===== config.mk =====
export PLATFORM = sky130hd
export DESIGN_NAME = reg_scoreboard
export DESIGN_NICKNAME = d
export VERILOG_FILES = /design/src/rtl/reg_scoreboard.sv
export SDC_FILE = /design/constraint.sdc
export NUM_CORES = 1
export LEC_CHECK = 0
export BUFFER_PORTS_ARGS = -buffer_cell sky130_fd_sc_hd__buf_2
export CAP_MARGIN = 20
export CORE_UTILIZATION = 31
export DETAILED_ROUTE_END_ITERATION = 12
export REMOVE_ABC_BUFFERS = 1
export SLEW_MARGIN = 20
export SYNTH_ARGS = -nofsm -noshare
export SYNTH_HDL_FRONTEND = slang
export SYNTH_SLANG_ARGS = --single-unit
export TNS_END_PERCENT = 20

===== constraint.sdc =====
create_clock -name clk -period 7.5 [get_ports clk]
set_input_delay 2.25 -clock clk [delete_from_list [all_inputs] [get_ports clk]]
set_output_delay 2.25 -clock clk [all_outputs]
set_load 0.05 [all_outputs]

===== src/rtl/reg_scoreboard.sv =====
// reg_scoreboard: per-register pending-write tracker that stalls decode until a source is forwardable.
// Define SCOREBOARD_WAW_CHECK_EN to also stall writes that would overtake an older write to the same rd.
module reg_scoreboard #(
  parameter int NREGS = 32,
  parameter int LATW  = 3
) (
  input  logic             clk,
  input  logic             reset,
  input  logic [4:0]       dec_rs1,
  input  logic [4:0]       dec_rs2,
  input  logic             dec_use_rs1,
  input  logic             dec_use_rs2,
  input  logic             issue_valid,
  input  logic             issue_regwrite,
  input  logic [4:0]       issue_rd,
  input  logic [LATW-1:0]  issue_lat,
  input  logic             wb_valid,
  input  logic [4:0]       wb_rd,
  input  logic             flush,
  output logic             stall,
  output logic [NREGS-1:0] busy_vec,
  output logic [5:0]       pending_cnt
);
  logic [NREGS-1:0] busy_q, busy_d;
  logic [LATW-1:0]  cnt_q [NREGS];
  logic [LATW-1:0]  cnt_d [NREGS];
  logic             haz_a, haz_b, haz_w, set, ld, clr;
  assign haz_a = dec_use_rs1 && dec_rs1 != 5'd0 && busy_q[dec_rs1] && cnt_q[dec_rs1] != '0;
  assign haz_b = dec_use_rs2 && dec_rs2 != 5'd0 && busy_q[dec_rs2] && cnt_q[dec_rs2] != '0;
`ifdef SCOREBOARD_WAW_CHECK_EN
  assign haz_w = issue_regwrite && issue_rd != 5'd0 && busy_q[issue_rd] && cnt_q[issue_rd] > issue_lat;
`else
  assign haz_w = 1'b0;
`endif
  assign stall    = issue_valid & (haz_a | haz_b | haz_w);
  assign set      = issue_valid & ~stall & issue_regwrite & (issue_rd != 5'd0);
  assign busy_vec = busy_q;
  // A reloading issue beats a same-cycle writeback; flush beats both.
  always_comb begin
    ld  = 1'b0;
    clr = 1'b0;
    busy_d = '0;
    pending_cnt = '0;
    for (int i = 0; i < NREGS; i++) begin
      ld  = set && issue_rd == 5'(i);
      clr = wb_valid && wb_rd == 5'(i) && busy_q[i];
      busy_d[i] = flush ? 1'b0 : ld ? 1'b1 : clr ? 1'b0 : busy_q[i];
      cnt_d[i]  = flush ? '0 : ld ? issue_lat : clr ? '0 : cnt_q[i] != '0 ? cnt_q[i] - 1'b1 : '0;
      pending_cnt = pending_cnt + 6'(busy_q[i]);
    end
  end
  always_ff @(posedge clk or posedge reset) begin
    if (reset) begin
      busy_q <= '0;
      cnt_q  <= '{default: '0};
    end else begin
      busy_q <= busy_d;
      cnt_q  <= cnt_d;
    end
  end
endmodule


# Word-level counts from Yosys, hierarchy flattened
# Index checks and enable logic that the tools add are counted.
dict set report classes {
  addsub 63
  bitwise_logic 8
  n_eq_ne 62
  reduce_logical 173
  n_mux 234
  order_cmp 4
}
# cell count
set op_table {}
lappend op_table {{$mux 3} 132}
lappend op_table {{$reduce_bool 3->1} 66}
lappend op_table {{$eq 5x5->1 const B} 32}
lappend op_table {{$add 6x1->6} 26}
lappend op_table {{$logic_and 1x1->1} 102}
lappend op_table {{$mux 1} 98}
lappend op_table {{$sub 3x1->3 const B} 32}
lappend op_table {{$eq 5x4->1 const B} 16}
lappend op_table {{$eq 5x3->1 const B} 8}
lappend op_table {{$bmux 3 s5} 2}
lappend op_table {{$eq 5x2->1 const B} 4}
lappend op_table {{$reduce_bool 5->1} 3}
lappend op_table {{$ge 6x6->1 const B} 2}
lappend op_table {{$lt 5x6->1 const B} 2}
lappend op_table {{$not 5->6} 2}
lappend op_table {{$bmux 1 s5} 2}
lappend op_table {{$eq 5x1->1 const B} 2}
lappend op_table {{$logic_not 5->1} 2}
lappend op_table {{$add 5x1->6} 1}
lappend op_table {{$add 4x1->5} 1}
lappend op_table {{$add 3x1->4} 1}
lappend op_table {{$and 1x1->1} 4}
lappend op_table {{$add 2x1->3} 1}
lappend op_table {{$add 1x1->2} 1}
lappend op_table {{2 further kinds} 2}
dict set report totals {
  reg_bits 128
  output_inout_bits 39
  input_bits 31
}

# Longest topological paths before layout
# Gate-level depths: netlist of run 1.
dict set report logic_depth {
  word_depth 31
  ltp_mapped 15
  depth_no_buf 15
}

# Worst setup path after synthesis of run 1
# OpenSTA, ideal clock, no wires.
dict set report synth_path {
  kind {reg2out}
  start {register busy_q[0], in the netlist busy_vec[0]}
  end {output port pending_cnt[4]}
  path_slack_ns -0.015
  t_arrival_ns 5.265
  stages_incl_launch_ff 16
  path_cell_list {dfrtp_1 > inv_1 > fa_1 > inv_1 > fa_1 > fa_1 > fa_1 > fa_1 > inv_1 > fa_1 > inv_1 > ha_1 > fa_1 > a21o_1 > a21oi_1 > xnor2_1}
}
dict set report synth_between {
  elab_chain_cells 31
}
# item line_no
set synth_rtl {}
lappend synth_rtl {{from (decl)} 24} ;# logic [NREGS-1:0] busy_q, busy_d;
lappend synth_rtl {{from (signal assigned)} 57} ;# busy_q <= busy_d;
lappend synth_rtl {{$add 1x1->2} 49} ;# pending_cnt = pending_cnt + 6'(busy_q[i]);
lappend synth_rtl {{$add 2x1->3} 49}
lappend synth_rtl {{$add 3x1->4} 49}
lappend synth_rtl {{$add 4x1->5} 49}
lappend synth_rtl {{$add 5x1->6} 49}
lappend synth_rtl {{$add 6x1->6 (26 in a row)} 49}
lappend synth_rtl {{to (decl)} 22} ;# output logic [5:0] pending_cnt
# Every way passes these cells.

# Final worst setup path of run 1
dict set report layout_path {
  start {register busy_q[13], in the netlist busy_vec[13]}
  end {output port pending_cnt[4]}
}
dict set report layout_between {
  elab_chain_cells 19
}
# item line_no
set layout_rtl {}
lappend layout_rtl {{$add 6x1->6 (19 in a row)} 49}
# Every way passes these cells.

==> results of run 1 <==
-- worst paths after layout --
check                             startpoint             end  slack [ns]  cells past startpoint
worst max-delay path            busy_vec[13]  pending_cnt[4]        0.04                     16
worst min-delay path               cnt_q[93]       cnt_q[93]        0.50                      1
worst max register to register      cnt_q[7]       cnt_q[16]        3.87                      7
worst min register to register     cnt_q[93]       cnt_q[93]        0.50                      1
max in group asynchronous              reset    busy_vec[25]        4.59                      3
min in group asynchronous              reset        cnt_q[2]        1.84                      2
-- layout make-up --
class / count / area share (%)
clock inverter: 13 / 1.389
timing repair buffer: 104 / 5.197
multi-input combinational: 792 / 54.31
inverter: 112 / 3.585
clock buffer: 19 / 3.670
sequential: 128 / 27.16
tap: 442 / 4.688
-- flip-flops by register name, summed over array words and instances (netlist names) --
register / count
cnt_q: 96
busy_vec: 32
-- layout by cell type (no fill, tap or decap), types with 35 or more instances in the layout --
cell,n
nor2_1,103
mux2i_1,68
inv_1,110
buf_2,67
buf_4,37
nand2_1,147
dfrtp_1,127
ha_1,70
o21ai_0,35
a31oi_1,39
a21oi_1,35
-- synthesized netlist by cell type, drive strengths merged (13+ instances only) --
master / count
nand4: 36
fa: 24
mux4: 13
o21ai: 42
a31oi: 39
mux2i: 68
ha: 71
a21oi: 37
nor4: 15
inv: 112
a21boi: 28
dfrtp: 128
nor2: 103
buf: 19
clkbuf: 28
mux2: 29
nand2: 148
nor3: 18
-- power by group through the flow --
stage          clock network, uW  registers, uW  logic [uW]
2_1_floorplan                  0            714        98.0
3_3_place_gp                   0            711         194
3_5_place_dp                   0            711         196
4_1_cts                      878            698         197
5_1_grt                      904            699         212
6_report                     867            698         199
-- metrics by stage --
step / utilization (%) / setup WS [ns] / hold WS [ns]
2_1_floorplan: - / -1.330 / 0.4681
3_3_place_gp: 34.34 / 0.3012 / 0.4858
3_5_place_dp: 34.34 / 0.2864 / 0.4970
4_1_cts: 36.24 / 0.02570 / 0.5050
5_1_grt: 36.26 / -0.1477 / 0.5602
6_report: 36.26 / 0.04023 / 0.5030
-- routing by layer --
metal  wire [um]  up-vias
met1       14190     4332
li1            -     3929
met3        3006       56
met2       15480      392
met4         795        0
met5           0        -
-- cell families after synthesis --
logic type / after synthesis / share of synthesized area (%)
compound gates: 198 / 13.08
xor+xnor: 3 / 0.2560
fa+ha+maj: 95 / 13.33
buf+inv: 159 / 6.776
flops: 128 / 31.20
mux: 110 / 13.76
simple gates: 386 / 21.60
-- worst max-delay path, delay by kind of cell (launching register included) --
family	cells	cell delay, ns
AOI/OAI and AO/OA	2	0.30
xor gates and xnor gates	1	0.13
adders and majority gates	8	3.54
buffers and inverters	5	0.40
DFF	1	0.40
-- timing repair --
| item | in CTS | in global routing |
|---|---|---|
| pin swaps | 6 | 9 |
| buffers inserted | 1 | 0 |
| hold buffers | 0 | 0 |
| resized for setup | 5 | 4 |
| endpoints found under the setup margin | 2 | 3 |
==> summary.txt, run 1 <==
Power
  – Switch Pwr: between 400 and 500 uW
  – Flop pwr share: between 30 and 40%
  – Clock Power Share: 49.2%
  – Pint: ~1300 uW
  – Leak Pwr: 0.005757 uW
  – Worst VDD drop: between 0.15 and 0.2 mV
  – Pwr Density: around 150 nW/um^2
  – Combinational power share: 11.3%
  – Power Total: ~1800 uW
  – Sw Ratio: approximately 28%

Clock network
  – Clock transition at the registers of the reported paths: about 0.060 ns
  – Clock Latency Late Sink: between 0.4 and 0.5 ns
  – CTS Sinks: approximately 130
  – CTS buffer count: 17
  – Root buffer cell: clkbuf_16
  – Htree depth: 4
  – Max Root-Sink Buffers: 2
  – CTS tree: yes

Global routing
  – GRT Total Usage: between 20% and 30%
  – Vias in the first global route: between 8000 and 9000
  – Initial antenna violation count: 0
  – GR met2 Demand/Resource: 32.52%
  – M1 GR Usage: between 20% and 30%
  – First-pass GRT wire length: between 50 and 60 mm
  – Grt peak-use layer: met2
  – Met3 Track Usage GR: under 10%
  – Gr ovfl total: 0
  – Largest net degree at the start of global routing: between 60 and 70

Finish
  – Non-filler cells, final: about 1600
  – # diodes: 0
  – Layout area overhead: 14.91%
  – Share of layout cells above drive strength 1: about a fifth
  – Final instance area: roughly 12000 sq um
  – Multi-input gate area: between 6000 and 7000 sq um
  – Reg area: 3204 sq um
  – Filler cells: 3338
  – Final nets: 1281

Timing
  – Final period util: between 90% and 100%
  – RSZ-0062 raised after global routing: true
  – Setup TNS: 0 ns
  – Least-Margin Pin Slew: roughly 0.90 ns
  – Setup Skew: ~0.011 ns
  – Fmax: between 100 and 150 MHz
  – Finish-stage setup viols: 0
  – Final Hold Viols: 0
  – Final max-slew violation count: 0
  – Post-layout minimum cycle time: about 7.5 ns
  – Slew margin rel.: between 30 and 40%

Floorplan
  – I/O Pins: 70
  – Initial Utilization: 31.55%
  – Die Span X: between 150 and 200 um
  – Die area: 33850 sq um
  – Die height: between 150 and 200 um
  – Core Rows: 66
  – CORE AREA: 32540 sq um

Critical path
  – Crit-path cells: fa_1 > inv_1 > fa_1 > inv_2 > fa_1 > fa_1 > fa_1 > inv_1 > fa_1 > inv_1 > ha_2 > fa_2 > a21o_1 > a21oi_2 > xnor2_1 > buf_4
  – Worst Path Arrival: 5.21 ns
  – Crit path max fanout: 2
  – Critical Path RT: between 5 and 6 ns
  – Crit path top cell by count: fa_1
  – Slowest CP cell: fa_1
  – CP startpoint kind: flop
  – CP Capture Type: output pin
  – Crit path kind: reg -> out
  – Slowest stage delay, CP: roughly 0.54 ns

Status
  – Status: complete, no violations

Synthesis
  – Avg Cell Area, Syn: around 9.5 sq um
  – Largest cells by area after synthesis: dfrtp_1, ha_1, mux2i_1, nand4_4, nand2_1
  – #FFs+latches synth: ~130
  – Syn Inst Count: between 1000 and 1500
  – Register area share after synthesis: between 30% and 40%
  – Yosys top cell by area: dfrtp_1
  – Post-synth top area share: between 30% and 40%
  – Post-synthesis cell type count: 70
  – EDFF count, synth: 0
  – Synth Flop Type: dfrtp_1
  – Synthesis warning total: 0
  – Cell Area, Synth: 10270 sq um
  – Asr flop ratio synth: 100.0%

Routing
  – WL/cell: 20.79 um
  – DR iter-0 viols: approximately 700
  – Detailed Route WL: 33.47 mm
  – Via count: around 8700
  – DRC viols: 0
  – Initial DRT Pass Iterations: 5
  – Final antenna-violating net count: 0
  – Via density: 5.409

Placed design
  – RD Place Congestion: approximately 0.92
  – Placed Cells: ~1600
  – HPWL after detailed placement: about 25 mm
  – Dpl cell area: approximately 11000 sq um
  – Port buffer count: 69

Flow run
  – MaxCap Viol Count: 0

Min path
  – Hold WC Path Type: reg -> reg
(Power assumes the default switching activity.)
==> run 2, diff against run 1 <==
ABC_AREA = 1   (was not set)
==> summary.txt, run 2 <==
Floorplan
  – CORE AREA: 33700 sq um (was 32540 sq um)
  – Initial Utilization: 31.59% (was 31.55%)
  – Die height: 187.3 um (was 184.0 um)
  – Die area: 35090 sq um (was 33850 sq um)
  – Core Rows: 67 (was 66)
  – Die Span X: 187.3 um (was 184.0 um)
  – I/O Pins: 70 (unchanged)

Finish
  – Layout area overhead: 14.35% (was 14.91%)
  – Filler cells: 3630 (was 3338)
  – Most flops, register: cnt_q (unchanged)
  – Share of layout cells above drive strength 1: 10.37% (was 19.78%)
  – Multi-input gate area: 6270 sq um (was 6406 sq um)
  – Most common cell after layout, fill and taps aside: nand2_1 (unchanged)
  – Max reg flops: 96 (unchanged)
  – Final nets: 1792 (was 1281)
  – # diodes: 0 (unchanged)
  – Reg area: 3204 sq um (unchanged)
  – Final instance area: 12170 sq um (was 11800 sq um)
  – Most frequent cells in the layout: nand2_1, nand3_1, inv_1, nor2_1, dfrtp_1 (was nand2_1, dfrtp_1, inv_1, nor2_1, ha_1)

Min path
  – Min-delay src: cnt_q[93] (unchanged)
  – WHS Endpoint: cnt_q[93] (unchanged)
  – Hold WC Path Type: reg -> reg (unchanged)
  – Hold Crit Depth: 1 (unchanged)

Critical path
  – Reg2reg start: busy_vec[17] (was cnt_q[7])
  – Crit-path cells: fa_1 > fa_1 > inv_2 > fa_1 > inv_1 > fa_1 > fa_1 > inv_1 > fa_1 > inv_2 > ha_4 > fa_2 > a21oi_2 > nor2_1 > nor2_1 > xnor2_1 > buf_4 (was fa_1 > inv_1 > fa_1 > inv_2 > fa_1 > fa_1 > fa_1 > inv_1 > fa_1 > inv_1 > ha_2 > fa_2 > a21o_1 > a21oi_2 > xnor2_1 > buf_4)
  – Slowest stage delay, CP: 0.54 ns (about the same)
  – Crit path kind: reg -> out (unchanged)
  – Flop2flop setup slack: 4.21 ns (was 3.87 ns)
  – CP startpoint kind: flop (unchanged)
  – Crit path max fanout: 4 (was 2)
  – Worst r2r dst: cnt_q[15] (was cnt_q[16])
  – Crit path top cell by count: fa_1 (unchanged)
  – Slowest CP cell: fa_1 (unchanged)
  – R2R depth: 17 (was 7)
  – Critical Path RT: 5.25 ns (about the same)
  – CP Capture Type: output pin (unchanged)
  – Worst Path Arrival: 5.25 ns (was 5.21 ns)

Clock network
  – Clock Latency Late Sink: 0.45 ns (was 0.43 ns)
  – Cts hold-fix bufs: 0 (unchanged)
  – Clock transition at the registers of the reported paths: 0.06 ns (about the same)
  – CTS tree: yes (unchanged)
  – CTS buffer count: 17 (unchanged)
  – Max Root-Sink Buffers: 2 (unchanged)
  – CTS Sinks: 128 (unchanged)
  – Htree depth: 4 (unchanged)
  – Root buffer cell: clkbuf_16 (unchanged)

Synthesis
  – Yosys top cell by area: dfrtp_1 (unchanged)
  – Avg Cell Area, Syn: 6.604 sq um (was 9.514 sq um)
  – Count leader, synth: nand2_1 (unchanged)
  – Syn Inst Count: 1612 (was 1079)
  – Post-synthesis cell type count: 35 (was 70)
  – Synthesis warning total: 0 (unchanged)
  – Asr flop ratio synth: 100.0% (unchanged)
  – #FFs+latches synth: 128 (unchanged)
  – Cell Area, Synth: 10650 sq um (was 10270 sq um)
  – Largest cells by area after synthesis: dfrtp_1, nand2_1, nand3_1, ha_1, inv_1 (was dfrtp_1, ha_1, mux2i_1, nand4_4, nand2_1)
  – Synth cell count leaders: nand2_1, nand3_1, inv_1 (was nand2_1, dfrtp_1, inv_1)
  – Post-synth top area share: 30.09% (was 31.20%)
  – Register area share after synthesis: 30.09% (was 31.20%)
  – EDFF count, synth: 0 (unchanged)
  – Synth Flop Type: dfrtp_1 (unchanged)

Timing
  – Post-layout minimum cycle time: 7.501 ns (was 7.460 ns)
  – RSZ-0062 raised after global routing: true (unchanged)
  – Finish-stage setup viols: 1 (was 0)
  – Setup ws final: -0.0008757 ns (was 0.04023 ns)
  – Setup TNS: -0.0008757 ns (was 0 ns)
  – Least-Margin Pin Slew: 0.9276 ns (was 0.9045 ns)
  – Slew margin rel.: 38.16% (was 39.70%)
  – Setup Skew: 0.01795 ns (was 0.01074 ns)
  – Fmax: 133.3 MHz (was 134.1 MHz)
  – Final period util: 100.0% (was 99.46%)
  – Final max-slew violation count: 0 (unchanged)
  – Hold WS: 0.4871 ns (was 0.5030 ns)
  – Final Hold Viols: 0 (unchanged)

Global routing
  – Gr ovfl total: 0 (unchanged)
  – First-pass GRT wire length: 63.05 mm (was 51.61 mm)
  – GRT Total Usage: 23.67% (was 20.39%)
  – Largest net degree at the start of global routing: 87 (was 67)
  – Vias in the first global route: 10812 (was 8664)
  – Initial antenna violation count: 0 (unchanged)

Status
  – Status: complete, but fails checks (was complete, no violations)
  – Failing checks: setup timing

Routing
  – DRC viols: 0 (unchanged)
  – DR iter-0 viols: 1013 (was 706)
  – WL/cell: 19.20 um (was 20.79 um)
  – Via count: 11053 (was 8709)
  – Via density: 5.199 (was 5.409)
  – Final antenna-violating net count: 0 (unchanged)
  – Detailed Route WL: 40.82 mm (was 33.47 mm)
  – Initial DRT Pass Iterations: 7 (was 5)

Placed design
  – RD Place Congestion: 1.001 (was 0.9156)
  – Dpl cell area: 11490 sq um (was 11170 sq um)
  – Port buffer count: 69 (unchanged)
  – HPWL after detailed placement: 29.27 mm (was 24.60 mm)

Flow run
  – MaxCap Viol Count: 0 (unchanged)

Power
  – Pwr Density: 152.4 nW/um^2 (was 149.6 nW/um^2)
  – Leak Pwr: 0.006413 uW (was 0.005757 uW)
  – Worst VDD drop: 0.1695 mV (was 0.1543 mV)
==> run 2: changes by cell type after synthesis, sizes merged, moves of 37 or more <==
| cell | change |
|---|---|
| a31oi | -38 |
| inv | +126 |
| mux2i | -68 |
| nand2 | +198 |
| nand3 | +233 |
| nor2 | +147 |
| nor3 | +37 |
==> run 2: where the power goes <==
| part | internal [uW] | total [uW] | switching [uW] |
|---|---|---|---|
| Combinational | 51.8 | 246 | 194 |
| Clock | 555 | 911 | 356 |
| Sequential | 694 | 698 | 4.01 |
==> run 2: cells by family (layout without fill, tap and decap cells) <==
family | after synthesis | count (layout) | share of synthesized area [%]
and+or+nand+nor | 936 | 936 | 38.38
buffers and inverters | 309 | 375 | 11.25
AOI/OAI and AO/OA | 141 | 141 | 7.182
DFF | 128 | 128 | 30.09
adders and majority gates | 95 | 95 | 12.86
xor gates and xnor gates | 3 | 3 | 0.2469
==> run 2: worst max-delay path by stage <==
| stage | from | to | slack [ns] | cells past startpoint |
|---|---|---|---|---|
| floorplan | busy_vec[0] | pending_cnt[3] | -0.04 | 15 |
| global placement | busy_vec[17] | pending_cnt[4] | 0.32 | 17 |
| detailed placement | busy_vec[17] | pending_cnt[4] | 0.26 | 17 |
| CTS | busy_vec[19] | pending_cnt[4] | -0.04 | 17 |
| global route | busy_vec[11] | pending_cnt[4] | -0.17 | 17 |
| finish | busy_vec[17] | pending_cnt[4] | -0.0009 | 17 |
==> run 2: per-layer routing <==
metal  up-vias  routed length [um]  global-route usage (%)
met1      5269               17930                   31.74
met5         -                   0                       0
met3        85                2890                   3.921
met2       466               18570                   37.90
met4         0                1431                   9.237
li1       5233                   -                       -
==> run 2: area by class of cell <==
type,count,share of cell area (%)
Inverter,241,7.493
Sequential cell,128,26.32
Clock inverter,13,1.552
Tap cell,448,4.605
Clock buffer,18,3.526
Multi-Input combinational cell,1175,51.51
Timing Repair Buffer,103,4.995
==> run 2: timing repair <==
| item | 4_1_cts | 5_1_grt |
|---|---|---|
| buffers inserted | 3 | 1 |
| resized for setup | 8 | 6 |
| endpoints found under the setup margin | 1 | 4 |
| pin swaps | 10 | 7 |
==> run 2: through the flow <==
| stage | std cells | util (%) | setup WS, ns | total power (uW) |
|---|---|---|---|---|
| after floorplan | 1544 | - | -0.04400 | 830.3 |
| after global placement | 2091 | 34.10 | 0.3218 | 948.5 |
| after detailed placement | 2091 | 34.10 | 0.2616 | 948.9 |
| after CTS | 2125 | 36.07 | -0.03686 | 1860 |
| after global routing | 2126 | 36.12 | -0.1701 | 1909 |
| final | 2126 | 36.12 | -0.0008757 | 1855 |
==> run 2: worst max-delay path, delay by kind of cell (launching register included) <==
family,cells,cell delay [ns]
buf+inv,5,0.41
flops,1,0.42
simple gates,2,0.16
xor+xnor,1,0.13
compound gates,1,0.12
fa+ha+maj,8,3.58
==> run 3, diff against run 2 <==
clock period = 8 ns   (was 7.5 ns; I/O delays follow)
==> summary.txt, run 3 (synthesis results as in run 2) <==
Global routing
  – Largest net degree at the start of global routing: 109 (was 87)
  – Vias in the first global route: 10638 (was 10812)
  – GRT Total Usage: 23.86% (was 23.67%)
  – First-pass GRT wire length: 63.38 mm (was 63.05 mm)
  – Gr ovfl total: 0 (unchanged)
  – Initial antenna violation count: 1 (was 0)

Finish
  – Most flops, register: cnt_q (unchanged)
  – Share of layout cells above drive strength 1: 8.866% (was 10.37%)
  – Most common cell after layout, fill and taps aside: nand2_1 (unchanged)
  – Final nets: 1772 (was 1792)
  – Layout area overhead: 12.85% (was 14.35%)
  – Most frequent cells in the layout: nand2_1, nand3_1, inv_1, nor2_1, dfrtp_1 (unchanged)
  – Max reg flops: 96 (unchanged)

Placed design
  – Port buffer count: 69 (unchanged)
  – HPWL after detailed placement: 29.35 mm (was 29.27 mm)
  – RD Place Congestion: 0.9869 (was 1.001)

Routing
  – DRC viols: 0 (unchanged)
  – WL/cell: 19.40 um (was 19.20 um)
  – DR iter-0 viols: 1184 (was 1013)
  – Via count: 11032 (was 11053)
  – Via density: 5.236 (was 5.199)
  – Initial DRT Pass Iterations: 5 (was 7)
  – Final antenna-violating net count: 0 (unchanged)
  – Detailed Route WL: 40.88 mm (was 40.82 mm)

Timing
  – Setup Skew: 0.01891 ns (was 0.01795 ns)
  – Setup TNS: 0 ns (was -0.0008757 ns)
  – Hold WS: 0.4935 ns (was 0.4871 ns)
  – Fmax: 128.6 MHz
  – Final Hold Viols: 0 (unchanged)
  – RSZ-0062 raised after global routing: false (was true)
  – Post-layout minimum cycle time: a little under 8 ns
  – Final max-slew violation count: 0 (unchanged)
  – Finish-stage setup viols: 0 (was 1)
  – Slew margin rel.: 27.95% (was 38.16%)
  – Final period util: between 90% and 100%
  – Least-Margin Pin Slew: 1.081 ns (was 0.9276 ns)

Power
  – Pwr Density: 145.4 nW/um^2 (was 152.4 nW/um^2)
  – Worst VDD drop: 0.1601 mV (was 0.1695 mV)
  – Leak Pwr: 0.006327 uW (was 0.006413 uW)
  – Power Total: 1747 uW (was 1855 uW)

Clock network
  – CTS tree: yes (unchanged)
  – Root buffer cell: clkbuf_16 (unchanged)
  – CTS buffer count: 17 (unchanged)
  – CTS Sinks: 128 (unchanged)
  – Clock transition at the registers of the reported paths: 0.07 ns (was 0.06 ns)
  – Max Root-Sink Buffers: 2 (unchanged)
  – Clock Latency Late Sink: 0.45 ns (about the same)
  – Htree depth: 4 (unchanged)
  – Cts hold-fix bufs: 0 (unchanged)

Critical path
  – Largest delay share family, worst path: adder cells (unchanged)
  – Crit path max fanout: 4 (unchanged)
  – Worst Path Arrival: 5.38 ns (was 5.25 ns)
  – Crit-path cells: fa_1 > fa_1 > inv_1 > fa_1 > inv_1 > fa_1 > fa_1 > inv_1 > fa_1 > inv_1 > ha_1 > fa_1 > a21oi_1 > nor2_1 > nor2_1 > xnor2_1 > buf_4 (was fa_1 > fa_1 > inv_2 > fa_1 > inv_1 > fa_1 > fa_1 > inv_1 > fa_1 > inv_2 > ha_4 > fa_2 > a21oi_2 > nor2_1 > nor2_1 > xnor2_1 > buf_4)
  – Slowest stage delay, CP: 0.54 ns (about the same)
  – Critical Path RT: 5.60 ns (was 5.25 ns)
  – Crit path top cell by count: fa_1 (unchanged)
  – Slowest CP cell: fa_1 (unchanged)
  – Bufs and invs on worst path: 5 (unchanged)
  – R2R depth: 14 (was 17)
  – CP startpoint kind: flop (unchanged)
  – CP Capture Type: output pin (unchanged)
  – Crit path kind: reg -> out (unchanged)
  – Stages on worst setup path: 17 (unchanged)

Floorplan
  – Die Span X: 187.3 um (unchanged)
  – Initial Utilization: 31.59% (unchanged)
  – Die area: 35090 sq um (unchanged)
  – I/O Pins: 70 (unchanged)
  – Die height: 187.3 um (unchanged)
  – CORE AREA: 33700 sq um (unchanged)
  – Core Rows: 67 (unchanged)

Min path
  – Hold Crit Depth: 1 (unchanged)
  – Hold WC Path Type: reg -> reg (unchanged)

Status
  – Status: complete, no violations (was complete, but fails checks)

Flow run
  – MaxCap Viol Count: 0 (unchanged)
[run 3: cell count changes in the layout (fill, tap and decap cells not counted), sizes merged]
cell and change:
clkinv -1, diode +1, buf -20, clkbuf +1
[run 3: worst paths after layout]
| kind | start | end | slack (ns) |
|---|---|---|---|
| worst max-delay path | busy_vec[17] | pending_cnt[4] | 0.22 |
| worst min-delay path | cnt_q[93] | cnt_q[93] | 0.49 |
| worst max register to register | cnt_q[75] | cnt_q[15] | 4.44 |
| worst min register to register | cnt_q[93] | cnt_q[93] | 0.49 |
| max in group asynchronous | reset | busy_vec[26] | 4.74 |
| min in group asynchronous | reset | cnt_q[88] | 2.08 |
[run 3: timing repair]
item / 4_1_cts / 5_1_grt
buffers inserted: 0 / 1
setup endpoints to repair: 0 / 1
gates resized for setup: 0 / 2
[run 3: stage by stage]
stage / util, % / std cells / setup slack, ns / cell area (sq um)
floorplan: - / 1544 / 0.3060 / 10350
CTS: 35.61 / 2105 / 0.08426 / 12000
global placement: 33.72 / 2074 / 0.6425 / 11360
finish: 35.65 / 2107 / 0.2232 / 12010
detailed placement: 33.72 / 2074 / 0.5853 / 11360
global route: 35.64 / 2106 / 0.009041 / 12010
[run 3: where the power goes]
| part | total (uW) | internal (uW) | switching [uW] |
|---|---|---|---|
| sequential | 655 | 651 | 4.00 |
| clock | 870 | 538 | 332 |
| combinational | 223 | 44.2 | 178 |
[run 3: metal layers]
layer	wire [um]	GRT usage, %	part of all wire, %
met1	17800	32.45	44
met2	18420	37.12	45
met3	3351	4.953	8.2
met4	1243	8.512	3.0
met5	65	1.374	0.16
[run 3: cell type report]
cell class | instances | area [sq um]
Timing Repair Buffer | 83 | 452.9
Tap cell | 448 | 560.5
Inverter | 241 | 912.1
Antenna cell | 1 | 2.502
Multi-Input combinational cell | 1175 | 6245
Clock buffer | 19 | 452.9
Fill cell | 3649 | 21690
Clock inverter | 12 | 183.9
Sequential cell | 128 | 3203
